==> config.mk <==
export PLATFORM = sky130hd
export DESIGN_NAME = occ_port_arbiter
export DESIGN_NICKNAME = d
export VERILOG_FILES = /design/src/rtl/occ_port_arbiter.sv
export SDC_FILE = /design/constraint.sdc
export NUM_CORES = 1
export LEC_CHECK = 0
export ABC_AREA = 1
export BUFFER_PORTS_ARGS = -buffer_cell sky130_fd_sc_hd__buf_4
export CORE_ASPECT_RATIO = 0.9
export CORE_UTILIZATION = 35
export DETAILED_ROUTE_END_ITERATION = 8
export GPL_TIMING_DRIVEN = 0
export SETUP_SLACK_MARGIN = 0.4
export SKIP_CTS_REPAIR_TIMING = 1
export SLEW_MARGIN = 20
export SYNTH_ARGS = -nofsm -noshare
export SYNTH_HDL_FRONTEND = slang
export SYNTH_HIERARCHICAL = 1
export SYNTH_SLANG_ARGS = --single-unit
==> constraint.sdc <==
create_clock -name clk -period 6.81 [get_ports clk]
set_clock_uncertainty 0.1 [all_clocks]
set_input_delay 0.3405 -clock clk [delete_from_list [all_inputs] [get_ports clk]]
set_output_delay 0.3405 -clock clk [all_outputs]
set_load 0.02 [all_outputs]
==> src/rtl/occ_port_arbiter.sv <==
// Round-robin arbiter that shares the single rom_Occ read port among N_REQ requesters.
// The grant is combinational. Read data and a one-hot valid strobe come back one cycle later.

module occ_arb_lane #(
   parameter int ADDR_W = 8
) (
   input  logic              clk,
   input  logic              rst_n,
   input  logic              clear,
   input  logic              gnt,
   input  logic [ADDR_W-1:0] addr,
   output logic [ADDR_W-1:0] addr_sel,
   output logic              rvalid
);

   // The masked address lets the top build the ROM address with a plain OR-reduce.
   assign addr_sel = gnt ? addr : '0;

   always_ff @(posedge clk or negedge rst_n) begin
      if (!rst_n)     rvalid <= 1'b0;
      else if (clear) rvalid <= 1'b0;
      else            rvalid <= gnt;
   end

endmodule

module occ_port_arbiter #(
   parameter int N_REQ  = 4,
   parameter int ADDR_W = 8,
   parameter int DATA_W = 32
) (
   input  logic                    clk,
   input  logic                    rst_n,
   input  logic                    clear_i,
   input  logic [N_REQ-1:0]        req_i,
   input  logic [N_REQ*ADDR_W-1:0] addr_i,
   output logic [N_REQ-1:0]        gnt_o,
   output logic [N_REQ-1:0]        rvalid_o,
   output logic [DATA_W-1:0]       rdata_o,
   output logic                    ce_rom_Occ_o,
   output logic [ADDR_W-1:0]       addr1_rom_Occ_o,
   input  logic [DATA_W-1:0]       data_1_i
);

   localparam int PTR_W = (N_REQ > 1) ? $clog2(N_REQ) : 1;

   logic [PTR_W-1:0]              rr_ptr;
   logic [PTR_W-1:0]              win;
   logic [PTR_W-1:0]              nxt_ptr;
   logic [PTR_W:0]                idx;
   logic                          found;
   logic [N_REQ-1:0]              gnt;
   logic [N_REQ-1:0][ADDR_W-1:0]  addr_sel;

   // Search rr_ptr, rr_ptr+1, ... The modulo is an explicit subtract, so N_REQ need not be a power of 2.
   always_comb begin
      gnt   = '0;
      win   = '0;
      found = 1'b0;
      idx   = '0;
      for (int i = 0; i < N_REQ; i++) begin
         idx = {1'b0, rr_ptr} + (PTR_W+1)'(i);
         if (idx >= (PTR_W+1)'(N_REQ)) idx = idx - (PTR_W+1)'(N_REQ);
         if (!found && req_i[idx[PTR_W-1:0]]) begin
            gnt[idx[PTR_W-1:0]] = 1'b1;
            win                 = idx[PTR_W-1:0];
            found               = 1'b1;
         end
      end
   end

   assign nxt_ptr      = (win == PTR_W'(N_REQ-1)) ? '0 : win + PTR_W'(1);
   assign gnt_o        = gnt;
   assign ce_rom_Occ_o = found;

   for (genvar k = 0; k < N_REQ; k++) begin : g_lane
      occ_arb_lane #(.ADDR_W(ADDR_W)) u_lane (
         .clk      (clk),
         .rst_n    (rst_n),
         .clear    (clear_i),
         .gnt      (gnt[k]),
         .addr     (addr_i[k*ADDR_W +: ADDR_W]),
         .addr_sel (addr_sel[k]),
         .rvalid   (rvalid_o[k])
      );
   end

   always_comb begin
      addr1_rom_Occ_o = '0;
      for (int k = 0; k < N_REQ; k++) addr1_rom_Occ_o = addr1_rom_Occ_o | addr_sel[k];
   end

   always_ff @(posedge clk or negedge rst_n) begin
      if (!rst_n)        rr_ptr <= '0;
      else if (clear_i)  rr_ptr <= '0;
      else if (found)    rr_ptr <= nxt_ptr;
   end

   // On clear the data register holds, because the response is being dropped rather than delivered.
   always_ff @(posedge clk or negedge rst_n) begin
      if (!rst_n)                    rdata_o <= '0;
      else if (found && !clear_i)    rdata_o <= data_1_i;
   end

endmodule

==> impl_metrics.env, run 1 <==
export IMPL_fin_crit_ns=3.61
export IMPL_grt_pass1_vias=2154
export IMPL_area_growth_synth_to_final_pct=51.1
export IMPL_max_cap_violations=0
export IMPL_worst_endpoint_required_ns=6.37
export IMPL_finalNonFillerCells=529
export IMPL_initial_core_util_pct=36.6
export IMPL_rsz0062_at_grt="false"
export IMPL_synth_seq_area_share_pct=42.3
export IMPL_tightestPinTransition_ns=0.477
export IMPL_ys_types=24
export IMPL_syn_avg_cell_area_um2=7.16
export IMPL_achievable_frequency_ghz=0.277
export IMPL_maxSlewHeadroom_pct=68.2
export IMPL_cts_num_sinks=38
export IMPL_drt_first_iter_violations=56
export IMPL_num_antenna_cells=0
export IMPL_antenna_violations_before_repair=0
export IMPL_total_number_of_placement_rows=27
export IMPL_cts_tree="done"
export IMPL_wl_met2_um=2740
export IMPL_drtAntennaViolNets=0
export IMPL_clk_pin_slew_ns=0.08
export IMPL_syn_instance_count=314
export IMPL_routed_top_layer="met4"
export IMPL_hold_violations=0
export IMPL_critical_path_cell_chain="inv_1, ha_1, inv_1, nand2_1, nand2_1, nor2_2, nand3_1, inv_1, nand2_1, o2111ai_1, buf_6, nand2_1, inv_1, or4_1, buf_4"
export IMPL_crit_path_top_delay_cell="sky130_fd_sc_hd__or4_1"
export IMPL_worst_setup_path_end_kind="output pin"
export IMPL_vias=2305
export IMPL_place_detailed_instances=520
export IMPL_global_route_congestion_overflow_total=0
export IMPL_grt_first_pass_wirelength_um=9640
export IMPL_timing_critical_path_arrival_ns=3.17
export IMPL_ir_worst_vdd_uv=191
export IMPL_cts_max_path_buffers=2
export IMPL_final_period_util_pct=53.1
export IMPL_placeableCoreArea_mm2=0.00615
export IMPL_report_final_setup_viol=0
export IMPL_place_congestion=0.817
export IMPL_number_of_buffers_added_by_the_clock_tree_synthesis_step=5
export IMPL_chipHeight_um=78.1
export IMPL_ys_ff_latch=38
export IMPL_detail_route_wirelength_um=5950
export IMPL_totalNegativeSetupSlack_ns=0
export IMPL_power_density_mw_per_mm2=527
export IMPL_io_pin_count=120
export IMPL_hold_wc_path_type="input pin to flop"
export IMPL_setup_cp_type="flop to output pin"
export IMPL_nets_in_the_synthesized_netlist=390
export IMPL_post_drt_wl_per_cell_um=11.2
export IMPL_grt_max_degree=39
export IMPL_leakage_nw=2.12
export IMPL_start_kind="flop"
export IMPL_synth_warn=6
export IMPL_die_area_mm2=0.00675
export IMPL_grt_total_usage_pct=18.0
export IMPL_clock_root_buffer="sky130_fd_sc_hd__clkbuf_8"
export IMPL_drt_pass1_iterations=4
export IMPL_worst_path_max_fanout=9
export IMPL_layout_nets=517
export IMPL_post_route_cells_drive_above_1_share_pct=36.2
export IMPL_wl_met1_um=2630
export IMPL_outcome="complete, no violations"
export IMPL_clock_latency_reported_for_the_late_side_of_the_worst_skew_pair_ns=0.29
export IMPL_number_of_input_and_output_port_buffers_inserted=119
export IMPL_die_width_um=86.5
export IMPL_netlist_area_mm2=0.00225
export IMPL_dp_hpwl_um=4570
export IMPL_slew_viol_final=0
export IMPL_vias_per_cell=4.36
export IMPL_drc=0
export IMPL_met3_wirelength_um=543
export IMPL_cts_htree_levels=2
export IMPL_max_stage_delay_ns=0.52
-- critical path: cells and delay by family, from the launching register on --
family                   cells  cell delay [ns]
AND/OR/NAND/NOR              7             1.09
buffers and inverters        6             0.79
flip-flops                   1             0.50
adder cells (fa/ha/maj)      1             0.36
AO/OA/AOI/OAI                1             0.15
-- layout by cell type (no fill, tap or decap) --
cell type,Yosys,routed
sky130_fd_sc_hd__nand2_1,161,161
sky130_fd_sc_hd__buf_4,3,122
sky130_fd_sc_hd__inv_1,42,42
sky130_fd_sc_hd__dfrtp_1,38,38
sky130_fd_sc_hd__nand3_1,13,13
sky130_fd_sc_hd__buf_6,8,8
sky130_fd_sc_hd__or4_1,8,8
sky130_fd_sc_hd__nand2_2,5,5
sky130_fd_sc_hd__nor2_2,5,5
sky130_fd_sc_hd__inv_2,5,5
sky130_fd_sc_hd__ha_1,5,5
sky130_fd_sc_hd__clkbuf_8,0,5
sky130_fd_sc_hd__nand4_1,3,3
sky130_fd_sc_hd__nand3_2,2,2
sky130_fd_sc_hd__nand2_4,2,2
sky130_fd_sc_hd__nor2_1,2,2
sky130_fd_sc_hd__o21ai_0,2,2
sky130_fd_sc_hd__o2111ai_1,2,2
sky130_fd_sc_hd__a21oi_1,2,2
sky130_fd_sc_hd__bufinv_16,0,2
sky130_fd_sc_hd__inv_4,1,1
sky130_fd_sc_hd__a31oi_1,1,1
sky130_fd_sc_hd__a22oi_1,1,1
sky130_fd_sc_hd__nor3_4,1,1
sky130_fd_sc_hd__or2_2,1,1
sky130_fd_sc_hd__o22ai_1,1,1
sky130_fd_sc_hd__clkinv_4,0,1
sky130_fd_sc_hd__dlygate4sd3_1,0,1
-- power by group --
group	internal, mW	switching [mW]
combinational	0.481	0.698
clock	0.147	0.0848
sequential	0.321	0.0575
-- stage by stage --
stage,utilization (%),setup slack [ns],instance area [um^2],power (mW),hold slack [ns]
2_1_floorplan,-,3.65,2250,1.13,-0.0551
4_1_cts,55.1,3.18,3390,1.81,-0.0820
3_5_place_dp,52.9,3.51,3250,1.57,0.238
3_3_place_gp,52.9,3.53,3250,1.56,0.242
6_report,55.3,3.20,3400,1.79,0.135
5_1_grt,55.3,2.97,3400,1.93,0.135
-- sequential cells by signal (all words and copies together), names as in the netlist --
| name | count |
|---|---|
| rr_ptr | 2 |
| g_lane.u_lane/rvalid | 4 |
| rdata_o | 32 |
-- cells by family after synthesis --
group / count (synthesis) / synth area share (%)
flip-flops: 38 / 42.3
adder cells (fa/ha/maj): 5 / 2.78
buffers and inverters: 59 / 13.1
AND/OR/NAND/NOR: 203 / 39.3
AO/OA/AOI/OAI: 9 / 2.56
-- metal layers --
| layer | vias to the layer above | global-route usage (%) |
|---|---|---|
| met2 | 84 | 30.8 |
| met3 | 5 | 5.68 |
| met4 | 0 | 5.33 |
| met1 | 1021 | 21.6 |
| met5 | - | 0 |
| li1 | 1195 | - |
-- worst paths after layout --
| kind | startpoint | end | slack (ns) | cells after the start |
|---|---|---|---|---|
| worst min-delay path | data_1_i[19] | rdata_o[19]$_DFFE_PN0P_ | 0.13 | 3 |
| worst max register to register | rr_ptr[1]$_DFFE_PN0P_ | g_lane[0].u_lane/rvalid$_DFF_PN0_ | 4.26 | 13 |
| worst max-delay path | rr_ptr[1]$_DFFE_PN0P_ | addr1_rom_Occ_o[3] | 3.20 | 15 |
| min in group asynchronous | rst_n | rdata_o[5]$_DFFE_PN0P_ | 0.47 | 2 |
| worst min register to register | rdata_o[13]$_DFFE_PN0P_ | rdata_o[13]$_DFFE_PN0P_ | 0.38 | 2 |
| max in group asynchronous | rst_n | rdata_o[23]$_DFFE_PN0P_ | 5.81 | 2 |
-- cell type report --
type	instances	area, um^2
clock buffers	5	68.8
clock inverters	3	68.8
well taps	87	109
fillers	625	2750
flip-flops and latches	38	951
repair buffers	120	903
plain buffers	11	113
multi-input cells	217	1000
inverters	48	183
-- synth_stat cells --
library cell	count	area, um^2
sky130_fd_sc_hd__nor2_1	2	7.51
sky130_fd_sc_hd__nand4_1	3	18.8
sky130_fd_sc_hd__buf_6	8	90.1
sky130_fd_sc_hd__ha_1	5	62.6
sky130_fd_sc_hd__dfrtp_1	38	951
sky130_fd_sc_hd__a31oi_1	1	6.26
sky130_fd_sc_hd__or4_1	8	60.1
sky130_fd_sc_hd__buf_4	3	22.5
sky130_fd_sc_hd__inv_2	5	18.8
sky130_fd_sc_hd__nand2_1	161	604
sky130_fd_sc_hd__inv_4	1	6.26
sky130_fd_sc_hd__o2111ai_1	2	17.5
sky130_fd_sc_hd__a22oi_1	1	7.51
sky130_fd_sc_hd__nor3_4	1	16.3
sky130_fd_sc_hd__nor2_2	5	31.3
sky130_fd_sc_hd__or2_2	1	6.26
sky130_fd_sc_hd__nand3_1	13	65.1
sky130_fd_sc_hd__inv_1	42	158
sky130_fd_sc_hd__nand3_2	2	20.0
sky130_fd_sc_hd__a21oi_1	2	10.0
sky130_fd_sc_hd__nand2_4	2	22.5
sky130_fd_sc_hd__o22ai_1	1	6.26
sky130_fd_sc_hd__nand2_2	5	31.3
sky130_fd_sc_hd__o21ai_0	2	10.0
Note: power is estimated with default switching activity, not from simulation.
==> inputs of run 2 (changes only) <==
Clock period 6.81 ns to 3.52 ns, I/O delays scaled along.
==> run 2 against run 1 <==
Against the previous run: the flow now finishes with violations (negative hold slack); combinational power rose to 2.7 times the previous value; clock power is 94% higher; worst hold slack lost 0.16 ns; cell count is 10% higher; register-to-register slack got worse by 3.1 ns; sequential share of layout area shrank 4.9 points; flip-flop and latch count unchanged; critical endpoint is now addr1_rom_Occ_o[4]; global-route usage unchanged; sequential power up 94%; critical path depth increased by 1; final area increased by 22%.
==> impl_metrics.env, run 2 (synthesis gave the netlist of run 1 again) <==
export IMPL_detail_route_wirelength_um=7280
export IMPL_drc=0
export IMPL_violations="negative hold slack"
export IMPL_hold_violations=3
export IMPL_tightestPinTransition_ns=0.477
export IMPL_multiInputGateArea_mm2=0.00119
export IMPL_drt_first_iter_violations=82
export IMPL_hold_wc_path_type="input pin to flop"
export IMPL_area_growth_synth_to_final_pct=83.6
export IMPL_placeableCoreArea_mm2=0.00615
export IMPL_post_drt_wl_per_cell_um=12.5
export IMPL_clock_power_share_pct=10.4
export IMPL_cpMostUsedCell="sky130_fd_sc_hd__buf_6"
export IMPL_max_stage_delay_ns=0.52
export IMPL_whs_ns=-0.0291
export IMPL_seqPwrFrac_pct=17.0
export IMPL_rsz0062_at_grt="true"
export IMPL_sequential_cell_area_um2=952
export IMPL_leakage_nw=2.42
export IMPL_die_area_mm2=0.00675
export IMPL_initial_core_util_pct=36.6
export IMPL_outcome="finished with violations"
export IMPL_ir_worst_vdd_uv=450
export IMPL_global_route_congestion_overflow_total=0
export IMPL_intPower_mw=2.39
export IMPL_power_share_switching_pct=44.8
export IMPL_crit_path_top_delay_cell="sky130_fd_sc_hd__or4_4"
export IMPL_cts_tree="done"
export IMPL_most_frequent_standard_cell_in_the_layout_excluding_fill_and_tap_cells="sky130_fd_sc_hd__nand2_1"
export IMPL_setup_cp_type="flop to output pin"
export IMPL_antenna_violations_before_repair=0
export IMPL_num_antenna_cells=0
export IMPL_total_number_of_placement_rows=27
export IMPL_grt_max_degree=39
export IMPL_vias_per_cell=4.45
export IMPL_clock_latency_reported_for_the_late_side_of_the_worst_skew_pair_ns=0.29
export IMPL_place_congestion=0.817
export IMPL_largest_register="rdata_o"
export IMPL_grt_first_pass_wirelength_um=9640
export IMPL_worst_setup_path_end_kind="output pin"
export IMPL_post_route_cells_drive_above_1_share_pct=44.9
export IMPL_crit_buf_inv=7
export IMPL_layout_nets=572
export IMPL_drtAntennaViolNets=0
export IMPL_chipHeight_um=78.1
export IMPL_num_fill_cells=545
export IMPL_grt_pass1_vias=2154
export IMPL_report_final_setup_viol=0
export IMPL_drt_pass1_iterations=4
export IMPL_cts_num_sinks=38
export IMPL_grt_total_usage_pct=18.0
export IMPL_totalNegativeSetupSlack_ns=0
export IMPL_largest_register_ffs=32
export IMPL_achievable_frequency_ghz=0.323
export IMPL_clock_root_buffer="sky130_fd_sc_hd__clkbuf_8"
export IMPL_switchingPower_mw=1.94
export IMPL_cp_delay_by_family_top="simple AND/OR/NAND/NOR gates"
export IMPL_largest_registers="rdata_o (32), g_lane.u_lane/rvalid (4), rr_ptr (2)"
export IMPL_final_period_util_pct=87.9
export IMPL_max_cap_violations=0
export IMPL_timing_critical_path_arrival_ns=2.82
export IMPL_place_ws_ns=0.380
export IMPL_cts_max_path_buffers=2
export IMPL_slew_viol_final=0
export IMPL_critical_path_cell_chain="buf_6, clkinv_8, ha_4, inv_4, nand2_1, nand2_2, nor2_4, nand3_4, inv_4, nand2_4, o2111ai_4, buf_6, nand2_1, inv_1, or4_4, buf_6"
export IMPL_die_width_um=86.5
export IMPL_power_density_mw_per_mm2=1050
export IMPL_start_kind="flop"
export IMPL_worst_path_max_fanout=8
export IMPL_dp_hpwl_um=4570
export IMPL_setup_ws_ns=0.426
export IMPL_number_of_buffers_added_by_the_clock_tree_synthesis_step=5
export IMPL_fin_crit_ns=3.09
export IMPL_worst_endpoint_required_ns=3.24
export IMPL_cts_htree_levels=2
export IMPL_maxSlewHeadroom_pct=68.2
export IMPL_layout_cells_most_common_list="sky130_fd_sc_hd__nand2_1, sky130_fd_sc_hd__buf_4, sky130_fd_sc_hd__inv_1"
export IMPL_clk_pin_slew_ns=0.09
export IMPL_power_share_combinational_pct=72.5
export IMPL_io_pin_count=120
export IMPL_number_of_input_and_output_port_buffers_inserted=119
export IMPL_vias=2601
==> run 2: changes by cell type in the layout (fill, tap and decap cells not counted), sizes merged <==
cell,delta
dlygate4sd3,+29
buf,+26
clkinv,+1
inv,-1
==> run 2: path summary, 6_finish.rpt <==
kind,start,end,slack (ns),depth (start not counted)
max in group asynchronous,rst_n,rr_ptr[1]$_DFFE_PN0P_,2.66,2
min in group asynchronous,rst_n,rdata_o[21]$_DFFE_PN0P_,0.30,2
max reg2reg,rr_ptr[0]$_DFFE_PN0P_,g_lane[1].u_lane/rvalid$_DFF_PN0_,1.20,14
min reg2reg,rdata_o[13]$_DFFE_PN0P_,rdata_o[13]$_DFFE_PN0P_,0.38,2
min,data_1_i[29],rdata_o[29]$_DFFE_PN0P_,-0.03,3
max,rr_ptr[0]$_DFFE_PN0P_,addr1_rom_Occ_o[4],0.43,16
==> run 2: routing by layer <==
layer | GRT usage (%) | vias to the layer above | share of wire [%]
met4 | 5.33 | 0 | 1.1
met5 | 0 | - | 0
met3 | 5.68 | 7 | 6.9
li1 | - | 1310 | -
met2 | 30.8 | 92 | 51
met1 | 21.6 | 1192 | 41
==> run 2: area by class of cell <==
| cell class | instances | share of cell area [%] |
|---|---|---|
| Timing Repair Buffer | 175 | 34.6 |
| Multi-Input combinational cell | 217 | 28.8 |
| Sequential cell | 38 | 23.0 |
| Inverter | 48 | 4.85 |
| Buffer | 11 | 2.73 |
| Tap cell | 87 | 2.63 |
| Clock buffer | 5 | 1.67 |
| Clock inverter | 3 | 1.67 |
==> run 2: worst register-to-register path, stage by stage, from the launching register on <==
cell	delay (ns)
sky130_fd_sc_hd__dfrtp_1	0.39
sky130_fd_sc_hd__buf_6	0.16
sky130_fd_sc_hd__clkinv_8	0.07
sky130_fd_sc_hd__ha_4	0.31
sky130_fd_sc_hd__inv_4	0.05
sky130_fd_sc_hd__nand2_1	0.07
sky130_fd_sc_hd__nand2_2	0.09
sky130_fd_sc_hd__nor2_4	0.21
sky130_fd_sc_hd__nand3_4	0.14
sky130_fd_sc_hd__o21ai_2	0.23
sky130_fd_sc_hd__buf_6	0.16
sky130_fd_sc_hd__buf_4	0.10
sky130_fd_sc_hd__buf_4	0.09
sky130_fd_sc_hd__inv_2	0.03
sky130_fd_sc_hd__nor2_2	0.06
==> run 2: power groups by stage <==
stage | Clock [mW] | Combinational [mW] | Sequential (mW)
finish | 0.450 | 3.14 | 0.737
global route | 0.473 | 3.38 | 0.758
CTS | 0.457 | 2.31 | 0.732
detailed placement | 0 | 2.31 | 0.734
global placement | 0 | 2.29 | 0.732
floorplan | 0 | 1.25 | 0.946
==> run 2: metrics by stage <==
| stage | instance area [um^2] | hold WS (ns) | total power [mW] | utilization, % | cells |
|---|---|---|---|---|---|
| after floorplan | 2250 | -0.220 | 2.19 | - | 314 |
| after global placement | 3250 | 0.0776 | 3.03 | 52.9 | 520 |
| after detailed placement | 3250 | 0.0734 | 3.04 | 52.9 | 520 |
| after CTS | 3390 | -0.246 | 3.50 | 55.1 | 528 |
| after global routing | 4130 | 0.0000971 | 4.61 | 67.2 | 584 |
| final | 4130 | -0.0291 | 4.32 | 67.2 | 584 |
